===== src/rtl/apb_regfile_slave.sv =====
// apb_regfile_slave
//   APB slave with a bank of NUM_REGS word registers addressed by word index.
//   Byte strobes, read-only registers (RO_MASK), PSLVERR for out-of-range
//   accesses and writes to read-only registers, programmable wait states and
//   a saturating error counter.
// Ports:
//   pclk, preset          bus clock, asynchronous active-low reset
//   psel, penable, pwrite APB control
//   paddr                 word index of the target register
//   pwdata, pstrb         write data and byte strobes
//   prdata                registered read data (holds until next read completes)
//   pready, pslverr       registered completion / error response
//   err_cnt               saturating count of error responses

// One register word with byte-enable writes.
module apb_regfile_word #(
    parameter int DATA_W = 32
) (
    input  logic                pclk,
    input  logic                preset,
    input  logic                we,
    input  logic [DATA_W/8-1:0] strb,
    input  logic [DATA_W-1:0]   wdata,
    output logic [DATA_W-1:0]   q
);
    always_ff @(posedge pclk or negedge preset) begin
        if (!preset) begin
            q <= '0;
        end else if (we) begin
            for (int k = 0; k < DATA_W/8; k++)
                if (strb[k]) q[8*k +: 8] <= wdata[8*k +: 8];
        end
    end
endmodule

module apb_regfile_slave #(
    parameter int                  DATA_W      = 32,
    parameter int                  NUM_REGS    = 8,
    parameter int                  ADDR_W      = 32,
    parameter int                  WAIT_STATES = 0,
    parameter logic [NUM_REGS-1:0] RO_MASK     = '0
) (
    input  logic                pclk,
    input  logic                preset,
    input  logic                psel,
    input  logic                penable,
    input  logic                pwrite,
    input  logic [ADDR_W-1:0]   paddr,
    input  logic [DATA_W-1:0]   pwdata,
    input  logic [DATA_W/8-1:0] pstrb,
    output logic [DATA_W-1:0]   prdata,
    output logic                pready,
    output logic                pslverr,
    output logic [7:0]          err_cnt
);
    localparam int STRB_W = DATA_W/8;
    localparam int IDX_W  = (NUM_REGS > 1) ? $clog2(NUM_REGS) : 1;

    typedef enum logic {IDLE, ACCESS} state_t;

    typedef struct packed {
        logic [ADDR_W-1:0] addr;
        logic              write;
        logic [DATA_W-1:0] wdata;
        logic [STRB_W-1:0] strb;
    } apb_req_t;

    state_t   state;
    apb_req_t req;
    logic [3:0] wcnt;

    logic [NUM_REGS-1:0][DATA_W-1:0] rf;
    logic [NUM_REGS-1:0]             reg_we;

    // The response is computed either at the setup edge (no wait states,
    // straight from the bus) or at the last wait edge (from the latched request).
    logic [ADDR_W-1:0] src_addr;
    logic              src_write;
    logic              src_oor;
    logic              src_err;
    logic [IDX_W-1:0]  src_idx;
    logic [DATA_W-1:0] src_rdata;

    always_comb begin
        src_addr  = (state == IDLE) ? paddr  : req.addr;
        src_write = (state == IDLE) ? pwrite : req.write;
        src_oor   = (src_addr >= ADDR_W'(NUM_REGS));
        src_idx   = src_addr[IDX_W-1:0];
        src_err   = src_oor || (src_write && RO_MASK[src_idx]);
        src_rdata = src_oor ? '0 : rf[src_idx];
    end

    // Commit happens only at the completion edge; the registered pslverr
    // already holds this transfer's error status and blocks the write.
    logic done;
    assign done = (state == ACCESS) && psel && penable && pready;

    genvar gi;
    generate
        for (gi = 0; gi < NUM_REGS; gi++) begin : g_reg
            assign reg_we[gi] = done && req.write && !pslverr &&
                                (req.addr == ADDR_W'(gi));
            apb_regfile_word #(.DATA_W(DATA_W)) u_word (
                .pclk   (pclk),
                .preset (preset),
                .we     (reg_we[gi]),
                .strb   (req.strb),
                .wdata  (req.wdata),
                .q      (rf[gi])
            );
        end
    endgenerate

    always_ff @(posedge pclk or negedge preset) begin
        if (!preset) begin
            state   <= IDLE;
            req     <= '0;
            wcnt    <= '0;
            prdata  <= '0;
            pready  <= 1'b0;
            pslverr <= 1'b0;
            err_cnt <= '0;
        end else begin
            case (state)
                IDLE: begin
                    // penable without a prior setup phase is ignored
                    if (psel && !penable) begin
                        req.addr  <= paddr;
                        req.write <= pwrite;
                        req.wdata <= pwdata;
                        req.strb  <= pstrb;
                        wcnt      <= 4'(WAIT_STATES);
                        state     <= ACCESS;
                        if (WAIT_STATES == 0) begin
                            pready  <= 1'b1;
                            pslverr <= src_err;
                            if (!pwrite) prdata <= src_rdata;
                        end
                    end
                end
                ACCESS: begin
                    if (!psel) begin
                        // abort: nothing committed, nothing counted
                        state   <= IDLE;
                        pready  <= 1'b0;
                        pslverr <= 1'b0;
                    end else if (pready) begin
                        if (penable) begin
                            state   <= IDLE;
                            pready  <= 1'b0;
                            pslverr <= 1'b0;
                            if (pslverr && err_cnt != 8'hFF)
                                err_cnt <= err_cnt + 8'd1;
                        end
                    end else if (wcnt != 4'd0) begin
                        wcnt <= wcnt - 4'd1;
                        if (wcnt == 4'd1) begin
                            pready  <= 1'b1;
                            pslverr <= src_err;
                            if (!req.write) prdata <= src_rdata;
                        end
                    end
                end
                default: state <= IDLE;
            endcase
        end
    end
endmodule


===== config.mk =====
export PLATFORM = sky130hd
export DESIGN_NAME = apb_regfile_slave
export DESIGN_NICKNAME = d
export VERILOG_FILES = /design/src/rtl/apb_regfile_slave.sv
export SDC_FILE = /design/constraint.sdc
export NUM_CORES = 1
export LEC_CHECK = 0
export ABC_AREA = 1
export BUFFER_PORTS_ARGS = -buffer_cell sky130_fd_sc_hd__buf_2
export CAP_MARGIN = 10
export CORE_MARGIN = 2
export CORE_UTILIZATION = 24
export DETAILED_ROUTE_END_ITERATION = 10
export PLACE_DENSITY_LB_ADDON = 0.2
export SLEW_MARGIN = 20
export SYNTH_ARGS = -nofsm -noshare
export SYNTH_HDL_FRONTEND = slang
export SYNTH_SLANG_ARGS = --single-unit
export TNS_END_PERCENT = 1

===== constraint.sdc =====
create_clock -name pclk -period 1.9 [get_ports pclk]
set_input_delay 0.095 -clock pclk [delete_from_list [all_inputs] [get_ports pclk]]
set_output_delay 0.095 -clock pclk [all_outputs]
set_load 0.1 [all_outputs]

Yosys cells after proc, flatten, opt, wreduce, memory -nomap -nowiden
Memory sizes are Yosys's and may differ from the RTL's.
Index checks and enable logic that the tools add are counted.
Storage, ports and cells
  register bits: 372
  bits in read-only memories: 8
  input port bits: 73
  output and inout port bits: 42
  memories: 1
Memories
  (no name shown): words 8, bits a word 1, rd ports 1, clocked after memory_dff 0, wr ports 0, RTL line 89  | src_err = src_oor || (src_write && RO_MASK[src_idx]);
Operators by class
  add/subtract/negate cells: 2
  $lt $le $gt $ge: 2
  eq/ne operators: 19
  mux-type cells: 37
  bitwise gates (word level): 1
  reduce and logical (&&, ||, !) cells: 58
Operators with widths (count)
  32-bit two-way mux: 10
  32-bit by 3-bit == test with 1-bit output (second input constant): 4
  32-bit binary-select mux with 3-bit select: 1
  2-bit AND reduction: 33
  32-bit by 2-bit == test with 1-bit output (second input constant): 2
  32-bit case mux with 2 select lines: 1
  32-bit by 1-bit == test with 1-bit output (second input constant): 1
  32-bit by 4-bit greater-or-equal comparator with 1-bit output (second input constant): 1
  32-bit zero test: 1
  1-bit two-way mux: 17
  1-bit logical AND: 16
  4-bit two-way mux: 4
  8-bit by 1-bit adder with 8-bit output (second input constant): 1
  2-bit inequality test (second input constant): 4
  4-bit by 3-bit inequality test with 1-bit output (second input constant): 2
  8-bit inequality test (second input constant): 1
  4-bit case mux with 2 select lines: 1
  4-bit AND reduction: 2
  7-bit AND reduction: 1
  2-bit by 1-bit inequality test with 1-bit output (second input constant): 3
  1-bit case mux with 2 select lines: 3
  5-bit AND reduction: 1
  4-bit by 1-bit == test with 1-bit output (second input constant): 1
  3-bit by 4-bit < comparator with 1-bit output (second input constant): 1
  other kinds (6): 7

Logic depth before layout (Yosys ltp)
  depth in word-level cells: 10
  gate-level depth with buffers: 11
  depth with buffers taken out: 10

By module
A second synthesis with hierarchy kept.
Unflattened totals
  cell total of the unflattened synthesis: 2478
  area, all modules: 18630.4 um2
Modules (own cells, without submodules)
  apb_regfile_word: instances 8, cells an instance 140, area each 1291.2 um2, seq. area each 800.8 um2
  apb_regfile_slave: instances 1, cells an instance 1358, area each 8300.5 um2, seq. area each 2902.8 um2

Worst setup path after synthesis
No wires, ideal clock.
  path type: register -> register
  start point: register err_cnt[1]
  end point: register err_cnt[3]
  setup time: 0.163 ns
  arrival: 2.094 ns
  path slack: -0.356 ns
  cell stages (with the launch flop): 8
  clock period less this slack: 2.256 ns
  path through: dfrtp_1 -> ha_1 -> nand2_1 -> nor2_1 -> nand3_1 -> nand2_1 -> nor2_1 -> xor2_1
On the way
  cells in the longest elaborated chain, start to end: 3
  elaborated cells between the ends (all ways): 4
  classes of those cells: add/sub: 1; eq/ne: 1; reduce/logical: 2
Ends and longest elaborated chain
  from (decl): RTL line 54  | output logic [7:0] err_cnt
  from (signal assigned): RTL line 153  | err_cnt <= err_cnt + 8'd1;
  branches (longest 3 deep; another with 8-bit by 1-bit adder with 8-bit output)
Several ways; the timed one is not identified.
A chain may end at the register's enable or synchronous reset.

Worst setup path in the final report
  start point: register state
  end point: register g_reg[4].u_word.q[27]
On the way
  cells in the longest elaborated chain, start to end: 7
Ends and longest elaborated chain
  from (decl): RTL line 68  | state_t state;
  from (signal assigned): RTL line 116  | state <= IDLE;
  from (signal assigned): RTL line 133  | state <= ACCESS;
  from (signal assigned): RTL line 144  | state <= IDLE;
  1-bit logical AND (3 in a row): RTL line 96  | assign done = (state == ACCESS) && psel && penable && pready;
  1-bit logical AND (3 in a row): RTL line 101  | assign reg_we[gi] = done && req.write && !pslverr &&
  2-bit AND reduction (no source line)
  to (signal, indexed assignment): RTL line 31  | if (strb[k]) q[8*k +: 8] <= wdata[8*k +: 8];
  to (decl): RTL line 24  | output logic [DATA_W-1:0] q
Every way passes these cells.

==> results.md <==
- The growth of design area from synthesis to finish is 29.1%.
- STA classifies the critical path endpoint as a flop.
- STA classifies the critical path startpoint as a flop.
- After detailed routing, the total wire length is 65700 um.
- The run finished with clean final reports.
- The residual DRC count is 0.
- The count of input and output buffers is 114.
- The worst path uses 99.2% of the clock period.
- When the netlist entered floorplanning its net count stood at 2346.
- The share of total power dissipated in the clock network is 39.8%.
- Detailed placement ended at an HPWL of 42600 um.
- The via count of the first global-routing pass came to 17.1k.
- Summing all multi-input logic gate instances after layout gives 8100 sq um.
- In this run, synthesis produced a sequential element count of 372.
- Dividing the detail-routed via count by the number of cells gives 4.85.
- The peak supply drop is 707 uV.
- Once detail routing completed, the nets flagged for antenna violations numbered 0.
- The top achievable clock speed is 531 MHz.
- The number of violations of the max-capacitance limit is 0.
- In this run the clock root is driven by a clkbuf_16.
- 115 I/O pins were placed.
- The design draws 21900 uW.
- The headroom to the max-slew limit is 32.9%.
- Sequential cells account for 42.0% of the total power.
- The part of the Yosys area used for sequential elements is 51.0%.
- The Yosys step of the flow raised 0 warnings.
- The final critical-path required period is 1.88 ns.
- At the pin with the least slew margin, the transition time is 1.00 ns.
- The data required time of the worst path is 2.41 ns.
- The first global-routing pass estimated 102000 um of wire.
- The number of DRC markers after the initial detailed-route iteration is 1304.
- The max-slew violation total from the final report was 0.
- The internal power of the cells is 14900 uW.
- The first-pass iteration count of the detailed router is 9.
- The setup violation total in the final timing report is 0.
- The number of endpoints with negative hold slack in the final report is 0.
- The later pin in the worst-skew pair is clocked with a latency of 0.59 ns.
- The average cell area after synthesis is 8.04 sq um.
- In this run the core area contains 101 standard-cell rows.
- The repair_antennas step left the layout with diodes totalling 0.
- The proportion of total power due to net switching is 32.0%.
- Registers take 9330 sq um.
- The initial standard-cell utilization of the core is 24.1%.
- STA puts the critical path data arrival time at 2.39 ns.
- The share of final-layout standard cells stronger than drive strength 1 is 18.1%.
- The critical setup path kind is reg2reg.
- The routed layout has 16.9k vias.
- Summing every instance area after synthesis gives 18200 sq um.
- TritonCTS built the clock tree.
- The largest fanout of any net on the critical path is 20.
- The width of the chip is 280 um.
- The TritonCTS sink count is 372.
- After floorplanning, the core was sized to cover 75600 sq um.
- The number of library cell types mapped by synthesis is 28.
- After detailed routing, the average wire length per cell comes to 18.9 um.
- Clock-pin slew was measured on the worst setup and hold paths at 0.06 ns.
- In the layout the commonest cells are nand2_1 (881), dfrtp_1 (360), nand3_1 (298), nand4_1 (260), buf_2 (113).
- Hold is met by 0.145 ns.
- The number of antenna violations at the first check in global routing was 0.
- For this run the aggregate overflow at the end of global routing stands at 0.
- The net switching component of the power is 7020 uW.
- In this run, CTS created clock tree buffers numbering 46.
- The placer's final routability congestion estimate is 0.798.
- The classification of the worst-slack hold path is in2reg.
- The overall die height is 280 um.
- The leakage power figure is 0.0116 uW.
- At the end of the flow, the number of nets in the layout was 2541.
- Setup repair after global routing could not meet its margin everywhere.
- The final worst clock skew is 0.0221 ns.
- The most common cell after layout, fill and taps aside is nand2_1.
- CTS built an H-tree with a depth of 2.
- Power spread over the standard cell area amounts to 931 nW/um^2.
- The pin count of the biggest net entering global routing is 81.
- The number of fill cells is 7958.
- The total die area is 78200 sq um.
- Per report_power, the combinational group accounts for 18.2% of the total.
- The overall track demand over capacity in global routing is 16.7%.
- The gate count of the mapped netlist is 2270.
- No sink is reached through more buffers than the 3 on the longest clock path.
## metrics by stage
stage	cells	setup TNS (ns)	utilization, %	setup slack (ns)	instance area [sq um]
floorplan	2270	-0.0188	-	-0.0188	18300
global placement	3311	-5.58	27.7	-0.0961	21000
detailed placement	3311	-6.23	27.7	-0.111	21000
CTS	3472	-0.127	30.9	-0.0149	23300
global route	3479	-15.11	31.2	-0.108	23500
finish	3479	0	31.2	0.0154	23500
## cell families after synthesis
group / count (synthesis) / share of synthesized area [%]
compound gates: 42 / 1.22
xor+xnor: 5 / 0.240
fa+ha+maj: 3 / 0.206
buf+inv: 257 / 5.80
flops: 372 / 51.0
mux: 40 / 2.47
simple gates: 1551 / 39.0
## state kept, by name, indices dropped and copies added (netlist names)
name and count:
g.u_word.q 256, req 69, prdata 32, err_cnt 8, wcnt 4, pready 1, pslverr 1, state 1
## power groups by stage
stage,Clock (uW),Sequential [uW],Combinational (uW)
global route,9340,9300,4330
finish,8720,9220,3990
global placement,0,9340,3720
floorplan,0,8910,2260
CTS,9020,9220,3900
detailed placement,0,9350,3740
## cell type report
cell class                      instances  share of cell area [%]
Multi-Input combinational cell       1641                    34.4
Sequential cell                       372                    39.6
Clock inverter                          8                   0.276
Clock buffer                           76                    6.02
Tap cell                              978                    5.20
Inverter                               65                    1.04
Timing Repair Buffer                  339                    13.4
## repair_timing
| item | 4_1_cts | 5_1_grt |
|---|---|---|
| endpoints found under the setup margin | 209 | 280 |
| endpoints found under the hold margin | 444 | 0 |
| gates resized for setup | 17 | 26 |
| hold buffers | 74 | 0 |
| cloned | 2 | 2 |
| buffers inserted | 1 | 5 |
| pin swaps | 1 | 3 |
## layer usage
| layer | GRT usage [%] | vias to the layer above | part of all wire (%) |
|---|---|---|---|
| met5 | 0 | - | 0 |
| met4 | 4.79 | 0 | 2.7 |
| met3 | 2.68 | 119 | 4.6 |
| met2 | 28.1 | 417 | 48 |
| met1 | 22.2 | 8311 | 44 |
| li1 | - | 8020 | - |
## synthesized netlist by cell type (all sizes together)
cell / n / share of area [%]
xnor2: 2 / 0.096
nand3: 334 / 10
inv: 65 / 1.3
ha: 3 / 0.21
nor2: 55 / 1.2
or2: 1 / 0.034
a21oi: 10 / 0.27
xor2: 3 / 0.14
buf: 65 / 1.8
nand3b: 2 / 0.082
nand2: 893 / 18
mux2: 40 / 2.5
nor3: 6 / 0.41
clkbuf: 127 / 2.6
dfrtp: 372 / 51
o21ai: 30 / 0.86
o22ai: 1 / 0.034
o221ai: 1 / 0.048
nand4: 260 / 8.9
## critical path, stage by stage (launching register included)
cell	delay, ns
dfrtp_1	0.41
nand2_2	0.08
inv_2	0.06
nand3_1	0.09
nor2_2	0.16
nand2_2	0.08
nor2_4	0.10
buf_12	0.15
buf_12	0.19
buf_4	0.26
nand4_1	0.12
nand2_1	0.10
## worst paths after layout
check,depth (start not counted),end,start,slack (ns)
min in group asynchronous,3,req[33]$_DFFE_PN0P_,preset,0.22
worst max-delay path,11,g_reg[4].u_word.q[27]$_DFFE_PN0P_,state$_DFF_PN0_,0.02
max in group asynchronous,3,g_reg[0].u_word.q[0]$_DFFE_PN0P_,preset,0.29
worst max register to register,11,g_reg[4].u_word.q[27]$_DFFE_PN0P_,state$_DFF_PN0_,0.02
worst min register to register,2,g_reg[1].u_word.q[23]$_DFFE_PN0P_,g_reg[1].u_word.q[23]$_DFFE_PN0P_,0.47
worst min-delay path,7,pslverr$_DFFE_PN0P_,penable,0.15
Note: power is estimated with default switching activity, not from simulation.
